<file path="src/rtl/uart_word_demux.sv">
`default_nettype none
// ============================================================================
// Module      : uart_word_demux
// Description : UART receive-side word distributor. Deserialises 8N1 frames
//               from an asynchronous serial line and packs LENGTH/8 bytes,
//               little-endian, into one word. It then writes each completed
//               word into one of four registered destinations (A/B/C/D),
//               chosen by sel.
//
// Parameters  : LENGTH   - output word width. Must be a multiple of 8 and at
//                          least 8.
//               BAUD_DIV - clk cycles per UART bit. Must be at least 4.
//
// Ports       : clk        in   system clock, rising edge
//               rst        in   asynchronous active-low reset
//               enable     in   gates the start of a new frame only
//               rx         in   UART serial line (idle high, async to clk)
//               sel[1:0]   in   destination of the next completed word
//               A,B,C,D    out  destination registers 0..3 (LENGTH bits)
//               word_valid out  one-cycle pulse when a destination is written
//               frame_err  out  one-cycle pulse on a bad stop bit
//               busy       out  high while the receiver FSM is not idle
//
// Options     : UART_WORD_TIMEOUT_EN - when defined, a partial word is
//               discarded after 32*BAUD_DIV idle-line cycles without a start
//               bit. When undefined, a partial word waits indefinitely.
//
// Revision    : 1.0 - initial release
// ============================================================================

module uart_word_demux #(
    parameter int LENGTH   = 32,
    parameter int BAUD_DIV = 5208
) (
    input  logic              clk,
    input  logic              rst,
    input  logic              enable,
    input  logic              rx,
    input  logic [1:0]        sel,
    output logic [LENGTH-1:0] A,
    output logic [LENGTH-1:0] B,
    output logic [LENGTH-1:0] C,
    output logic [LENGTH-1:0] D,
    output logic              word_valid,
    output logic              frame_err,
    output logic              busy
);

    // ------------------------------------------------------------------
    // Derived constants
    // ------------------------------------------------------------------
    localparam int c_NBYTES = LENGTH / 8;
    localparam int c_BCW    = (c_NBYTES > 1) ? $clog2(c_NBYTES) : 1;
    localparam int c_BW     = $clog2(BAUD_DIV);

    localparam logic [c_BW-1:0]  c_HALF = c_BW'(BAUD_DIV / 2 - 1);
    localparam logic [c_BW-1:0]  c_FULL = c_BW'(BAUD_DIV - 1);
    localparam logic [c_BCW-1:0] c_LAST = c_BCW'(c_NBYTES - 1);

    // FSM encoding
    localparam logic [1:0] c_IDLE  = 2'd0;
    localparam logic [1:0] c_START = 2'd1;
    localparam logic [1:0] c_DATA  = 2'd2;
    localparam logic [1:0] c_STOP  = 2'd3;

    // ------------------------------------------------------------------
    // State
    // ------------------------------------------------------------------
    logic              rx_m_q;      // first synchroniser stage
    logic              rx_s_q;      // synchronised rx
    logic              rx_p_q;      // previous-cycle copy of rx_s_q

    logic [1:0]        state_q,   state_d;
    logic [c_BW-1:0]   baud_q,    baud_d;
    logic [2:0]        bit_q,     bit_d;
    logic [c_BCW-1:0]  byte_q,    byte_d;
    logic [7:0]        shift_q,   shift_d;
    logic [LENGTH-1:0] word_q,    word_d;
    logic [1:0]        sel_q,     sel_d;
    logic              wr_pend_q, wr_pend_d;

    logic [LENGTH-1:0] a_q, a_d;
    logic [LENGTH-1:0] b_q, b_d;
    logic [LENGTH-1:0] c_q, c_d;
    logic [LENGTH-1:0] d_q, d_d;
    logic              word_valid_q, word_valid_d;
    logic              frame_err_q,  frame_err_d;

    // A falling edge on the synchronised line while idle and enabled is a
    // start-bit candidate. A line held low produces no further edges, so a
    // break yields exactly one framing error.
    logic start_det;
    assign start_det = (state_q == c_IDLE) && enable && rx_p_q && !rx_s_q;

`ifdef UART_WORD_TIMEOUT_EN
    localparam int                c_TOW     = $clog2(32 * BAUD_DIV);
    localparam logic [c_TOW-1:0]  c_TO_LAST = c_TOW'(32 * BAUD_DIV - 1);

    logic [c_TOW-1:0] idle_q, idle_d;
`endif

    // ------------------------------------------------------------------
    // Next-state logic
    // ------------------------------------------------------------------
    always_comb begin
        state_d      = state_q;
        baud_d       = baud_q;
        bit_d        = bit_q;
        byte_d       = byte_q;
        shift_d      = shift_q;
        word_d       = word_q;
        sel_d        = sel_q;
        wr_pend_d    = 1'b0;
        a_d          = a_q;
        b_d          = b_q;
        c_d          = c_q;
        d_d          = d_q;
        word_valid_d = 1'b0;
        frame_err_d  = 1'b0;

        // The word (final byte already merged) and sel were captured at
        // the stop-bit sample edge. Commit them one edge later, with the
        // valid pulse in the same cycle as the new output value.
        if (wr_pend_q) begin
            word_valid_d = 1'b1;
            case (sel_q)
                2'd0:    a_d = word_q;
                2'd1:    b_d = word_q;
                2'd2:    c_d = word_q;
                default: d_d = word_q;
            endcase
        end

        case (state_q)
            c_IDLE: begin
                baud_d = '0;
                if (start_det) begin
                    state_d = c_START;
                end
            end

            c_START: begin
                if (baud_q == c_HALF) begin
                    baud_d = '0;
                    bit_d  = 3'd0;
                    // A line that is high again at mid-start was a glitch.
                    // Drop it silently.
                    state_d = rx_s_q ? c_IDLE : c_DATA;
                end else begin
                    baud_d = baud_q + c_BW'(1);
                end
            end

            c_DATA: begin
                if (baud_q == c_FULL) begin
                    baud_d  = '0;
                    shift_d = {rx_s_q, shift_q[7:1]};   // LSB first
                    bit_d   = bit_q + 3'd1;
                    if (bit_q == 3'd7) begin
                        state_d = c_STOP;
                    end
                end else begin
                    baud_d = baud_q + c_BW'(1);
                end
            end

            c_STOP: begin
                if (baud_q == c_FULL) begin
                    baud_d = '0;
                    // Leave half a bit early so a back-to-back start edge
                    // is seen from IDLE.
                    state_d = c_IDLE;
                    if (rx_s_q) begin
                        word_d[{byte_q, 3'b000} +: 8] = shift_q;
                        if (byte_q == c_LAST) begin
                            byte_d    = '0;
                            sel_d     = sel;
                            wr_pend_d = 1'b1;
                        end else begin
                            byte_d = byte_q + c_BCW'(1);
                        end
                    end else begin
                        // Bad stop bit: drop this byte and the partial word.
                        frame_err_d = 1'b1;
                        byte_d      = '0;
                    end
                end else begin
                    baud_d = baud_q + c_BW'(1);
                end
            end

            default: begin
                state_d = c_IDLE;
                baud_d  = '0;
            end
        endcase

`ifdef UART_WORD_TIMEOUT_EN
        // Idle-line watchdog for partially packed words. It runs only
        // while idle with bytes pending. It restarts on every start-bit
        // detection. On expiry it flushes the partial word quietly.
        idle_d = '0;
        if ((state_q == c_IDLE) && (byte_q != '0) && !start_det) begin
            if (idle_q == c_TO_LAST) begin
                byte_d = '0;
            end else begin
                idle_d = idle_q + c_TOW'(1);
            end
        end
`endif
    end

    // ------------------------------------------------------------------
    // Registers
    // ------------------------------------------------------------------
    always_ff @(posedge clk or negedge rst) begin
        if (!rst) begin
            rx_m_q       <= 1'b1;
            rx_s_q       <= 1'b1;
            rx_p_q       <= 1'b1;
            state_q      <= c_IDLE;
            baud_q       <= '0;
            bit_q        <= 3'd0;
            byte_q       <= '0;
            shift_q      <= 8'd0;
            word_q       <= '0;
            sel_q        <= 2'd0;
            wr_pend_q    <= 1'b0;
            a_q          <= '0;
            b_q          <= '0;
            c_q          <= '0;
            d_q          <= '0;
            word_valid_q <= 1'b0;
            frame_err_q  <= 1'b0;
        end else begin
            rx_m_q       <= rx;
            rx_s_q       <= rx_m_q;
            rx_p_q       <= rx_s_q;
            state_q      <= state_d;
            baud_q       <= baud_d;
            bit_q        <= bit_d;
            byte_q       <= byte_d;
            shift_q      <= shift_d;
            word_q       <= word_d;
            sel_q        <= sel_d;
            wr_pend_q    <= wr_pend_d;
            a_q          <= a_d;
            b_q          <= b_d;
            c_q          <= c_d;
            d_q          <= d_d;
            word_valid_q <= word_valid_d;
            frame_err_q  <= frame_err_d;
        end
    end

`ifdef UART_WORD_TIMEOUT_EN
    always_ff @(posedge clk or negedge rst) begin
        if (!rst) begin
            idle_q <= '0;
        end else begin
            idle_q <= idle_d;
        end
    end
`endif

    // ------------------------------------------------------------------
    // Outputs
    // ------------------------------------------------------------------
    assign A          = a_q;
    assign B          = b_q;
    assign C          = c_q;
    assign D          = d_q;
    assign word_valid = word_valid_q;
    assign frame_err  = frame_err_q;
    assign busy       = (state_q != c_IDLE);

endmodule

`default_nettype wire

</file>
<file path="config.mk">
export PLATFORM = sky130hd
export DESIGN_NAME = uart_word_demux
export DESIGN_NICKNAME = d
export VERILOG_FILES = /design/src/rtl/uart_word_demux.sv
export SDC_FILE = /design/constraint.sdc
export NUM_CORES = 1
export LEC_CHECK = 0
export ABC_AREA = 1
export CORE_ASPECT_RATIO = 1.2
export CORE_UTILIZATION = 47
export CTS_CLUSTER_DIAMETER = 40
export DETAILED_ROUTE_END_ITERATION = 6
export PLACE_DENSITY = 0.8
export SETUP_SLACK_MARGIN = 0.05
export SKIP_CTS_REPAIR_TIMING = 1
export SYNTH_ARGS = -nofsm -noshare
export SYNTH_HDL_FRONTEND = slang
export SYNTH_SLANG_ARGS = --single-unit
</file>
<file path="constraint.sdc">
create_clock -name clk -period 1.8 [get_ports clk]
set_input_delay 0.36 -clock clk [delete_from_list [all_inputs] [get_ports clk]]
set_output_delay 0.36 -clock clk [all_outputs]
set_load 0.02 [all_outputs]
</file>
==> metrics.md <==
| Metric | Value |
|---|---|
| Combinational share of power | `1.4%` |
| Depth of the most critical reg-to-reg path | `11` |
| Pwr dens | `between 700 and 800 mW/mm^2` |
| Setup slack of the critical path after layout | `-0.00260 ns` |
| Final number of setup-violating endpoints | `1` |
| Core area | `approximately 0.016 mm^2` |
| Share of layout cells above drive strength 1 | `between 10% and 20%` |
| Main synth FF type | `sky130_fd_sc_hd__dfrtp_1` |
| Total vias in the final route | `between 5k and 6k` |
| Nets in the synthesized netlist | `about 830` |
| Clock transition at the registers of the reported paths | `roughly 0.070 ns` |
| Clock H-tree levels | `4` |
| Root buf cell | `sky130_fd_sc_hd__clkbuf_16` |
| Pin count of the biggest net entering global routing | `65` |
| FFs w/ async S/R, synth | `between 90% and 100%` |
| Reg-to-reg startpoint | `baud_q[0]$_DFF_PN0_` |
| Maximum VDD drop | `0.625 mV` |
| Metal1 wirelength | `roughly 7.8 mm` |
| CTS tree | `yes` |
| Overall Power | `roughly 8.2 mW` |
| Leakage | `approximately 7 nW` |
| Most frequent cells after synthesis | `sky130_fd_sc_hd__nand2_1, sky130_fd_sc_hd__dfrtp_1, sky130_fd_sc_hd__o21ai_0` |
| Post-DP HPWL | `11.8 mm` |
| Floorplan die area | `0.0171 mm^2` |
| Class of the worst hold path | `input port to register` |
| Placement row count | `~50` |
| Total net switching power | `1.76 mW` |
| Required @ worst endpoint | `roughly 2.2 ns` |
| Antenna-violating nets left | `0` |
| Seq pwr share | `a little over half` |
| Seq/Total Area, Yosys | `between 60% and 70%` |
| Routed wire length | `approximately 18 mm` |
| Antenna cell count | `0` |
| Capture instance of the worst register-to-register path | `word_q[13]$_DFFE_PN0P_` |
| Cell depth of the worst min-delay path | `1` |
| Die span in x | `between 100 and 150 um` |
| Multi-input combinational cell area | `roughly 0.0025 mm^2` |
| Critical Path End Type | `register` |
| Drt wl/cell | `between 15 and 20 um` |
| Ports placed on the boundary | `137` |
| Post-route design area | `0.0105 mm^2` |
| Clock Skews | `between 0.01 and 0.015 ns` |
| Highest achievable clock rate | `roughly 550 MHz` |
| Critical path peak fanout | `8` |
| Number of antenna violations at the first check in global routing | `0` |
| Floorplan die height | `143 um` |
| # Max-Cap Violations | `0` |
| Met3 wirelength from detailed routing | `~660 um` |
| Most instantiated library cell after synthesis | `sky130_fd_sc_hd__nand2_1` |
| Final period util | `100%` |
| Number of buffers added by the clock tree synthesis step | `17` |
| Synthesized flop and latch total | `just under 200` |
| Initial standard-cell utilization of the core | `between 40 and 50%` |
| Post-Syn Area | `between 0.007 and 0.008 mm^2` |
| Insertion delay to the later sink of the worst-skew pair | `0.43 ns` |
| Number of hold-slack violations in the final timing report | `0` |
| Input/output buffers | `between 100 and 150` |
| Failing checks | `design-rule violations, negative setup slack` |
| Final Max Slew Viols | `0` |
| DRT iter0 DRCs | `~460` |
| Placed cell area | `roughly 0.0095 mm^2` |
| Total number of nets in the final design | `approximately 980` |
| Startpoint Class | `register` |
| Area growth from synthesis to layout | `34.6%` |
| Area of all sequential standard cells | `roughly 0.0049 mm^2` |
| Dominant cells by area after synthesis | `sky130_fd_sc_hd__dfrtp_1, sky130_fd_sc_hd__nand2_1, sky130_fd_sc_hd__o21ai_0` |
| Cell type with the largest total area after synthesis | `sky130_fd_sc_hd__dfrtp_1` |
| Global-route total usage across every layer | `a little over a fifth` |
| Max Used Layer | `met4` |
| Worst reg-to-reg setup slack | `-0.003 ns` |
| Number of different library cells in the post-synthesis netlist | `29` |
| DR DRC count | `1` |
| Post-synthesis average cell area | `9.54 um^2` |
| Switching part of the total power | `a little over a fifth` |
| Slew of the pin with the lowest slew margin | `between 0.6 and 0.7 ns` |
| Power share of the clock group | `between 40% and 50%` |
| Post-route worst hold slack | `roughly 0.32 ns` |
| Vias per std cell | `4.96` |
| Number of synthesized flops with an enable pin | `0` |
| Worst Min Path Start | `rx` |
| Area share of the largest cell type after synthesis | `62.0%` |
| Pre-Repair DR Iteration Count | `7` |
| Detailed route wirelength on metal2 | `approximately 9.1 mm` |
| Worst max-slew margin expressed relative to the limit | `between 50% and 60%` |
| Path type of the worst setup path | `register to register` |
| Via count of the first global-routing pass | `5547` |
| Endpoint with the worst hold slack | `rx_m_q$_DFF_PN1_` |
| Status | `complete, but fails checks` |
| Deepest clock path buffer count | `2` |
| Final min period | `between 1.5 and 2 ns` |
| Pint | `6.40 mW` |
| Global route total overflow | `0` |
| First-pass GRT wire length | `between 20 and 30 mm` |
| Total number of yosys warnings | `0` |
| RSZ-0062 raised after global routing | `true` |
| RD Place Congestion | `roughly 0.81` |
| Cell count after synthesis | `817` |
| Critical path data arrival time | `roughly 2.2 ns` |
| Clock Sink Count | `about 200` |
| Filler cell count in the final layout | `around 1.3k` |
-- placed cells by master (no fill, tap or decap), drive strengths merged --
master         count
clkinv             3
dlygate4sd3        1
buf               22
nor2              55
xor2               4
o21ai            166
nor3              12
a31oi              1
and2               1
o22ai              1
nand3             22
and3               2
ha                 9
a21oi              3
a211oi             1
inv               82
nand2            232
dfrtp            193
dfstp              3
clkbuf            20
nand4              2
bufinv             1
clkinvlp           4
dlymetal6s2s     131
nor3b              1
clkdlybuf4s50      4
-- stage by stage --
stage                     cells  worst slack [ns]   TNS, ns  utilization, %
final                      1188          -0.00260  -0.00260            64.7
after detailed placement   1147            0.0265         0            58.5
after floorplan             817            0.0533         0               -
after CTS                  1179            -0.254    -0.358            62.0
after global placement     1147             0.128         0            58.5
after global routing       1188            -0.137     -3.02            64.7
-- worst max-delay path by stage --
stage                           from                      to  slack (ns)  cells after the start
6_report         baud_q[0]$_DFF_PN0_  word_q[13]$_DFFE_PN0P_      -0.003                     11
5_1_grt          baud_q[0]$_DFF_PN0_  word_q[13]$_DFFE_PN0P_       -0.14                     11
4_1_cts                     register                    busy       -0.25                      3
3_5_place_dp     baud_q[0]$_DFF_PN0_  word_q[13]$_DFFE_PN0P_        0.03                     12
3_3_place_gp     baud_q[0]$_DFF_PN0_  word_q[13]$_DFFE_PN0P_        0.13                     12
2_1_floorplan  byte_q[0]$_DFFE_PN0P_   word_q[6]$_DFFE_PN0P_        0.05                      9
-- power by group through the flow --
stage / combinational, mW / clock, mW / sequential, mW
3_3_place_gp: 0.115 / 0 / 4.50
3_5_place_dp: 0.117 / 0 / 4.50
4_1_cts: 0.117 / 3.72 / 4.41
6_report: 0.112 / 3.64 / 4.41
2_1_floorplan: 0.00124 / 0 / 4.50
5_1_grt: 0.132 / 3.87 / 4.41
-- kinds of logic after synthesis --
group | count (synthesis) | synth area share [%]
AO/OA/AOI/OAI | 172 | 11.4
adder cells (fa/ha/maj) | 9 | 1.45
flip-flops | 196 | 63.0
buffers and inverters | 109 | 5.54
XOR/XNOR | 4 | 0.450
AND/OR/NAND/NOR | 327 | 18.2
-- critical path: stages, from the launching register on --
cell and delay (ns):
sky130_fd_sc_hd__dfrtp_1 0.37, sky130_fd_sc_hd__ha_2 0.22, sky130_fd_sc_hd__nand2_2 0.08, sky130_fd_sc_hd__inv_2 0.07, sky130_fd_sc_hd__nand2_2 0.06, sky130_fd_sc_hd__nor2_4 0.12, sky130_fd_sc_hd__nand2_4 0.09, sky130_fd_sc_hd__nor2_8 0.15
sky130_fd_sc_hd__nand2_8 0.13, sky130_fd_sc_hd__nor2_4 0.23, sky130_fd_sc_hd__nand3_1 0.12, sky130_fd_sc_hd__nand2_1 0.09
-- final cells by class --
type / count / area share (%)
tap: 212 / 2.53
timing repair buffer: 159 / 18.5
clock buffer: 19 / 4.22
multi-input combinational: 512 / 24.0
inverter: 77 / 2.78
clock inverter: 13 / 1.19
sequential: 196 / 46.8
-- sequential cells by signal (all words and copies together), names as in the netlist, named ones only --
| register | cells |
|---|---|
| A | 32 |
| B | 32 |
| C | 32 |
| D | 32 |
| baud_q | 13 |
| bit_q | 3 |
| byte_q | 2 |
| frame_err | 1 |
| rx_m_q | 1 |
| rx_p_q | 1 |
| rx_s_q | 1 |
| sel_q | 2 |
| shift_q | 8 |
| state_q | 1 |
| word_q | 32 |
| word_valid | 1 |
| wr_pend_q | 1 |
-- metal layers --
| metal | track usage, % | vias up |
|---|---|---|
| met3 | 3.99 | 31 |
| met4 | 8.55 | 0 |
| met5 | 0 | - |
| met1 | 26.6 | 2832 |
| met2 | 36.2 | 137 |
| li1 | - | 2898 |
Power figures use the tool's default switching activity.
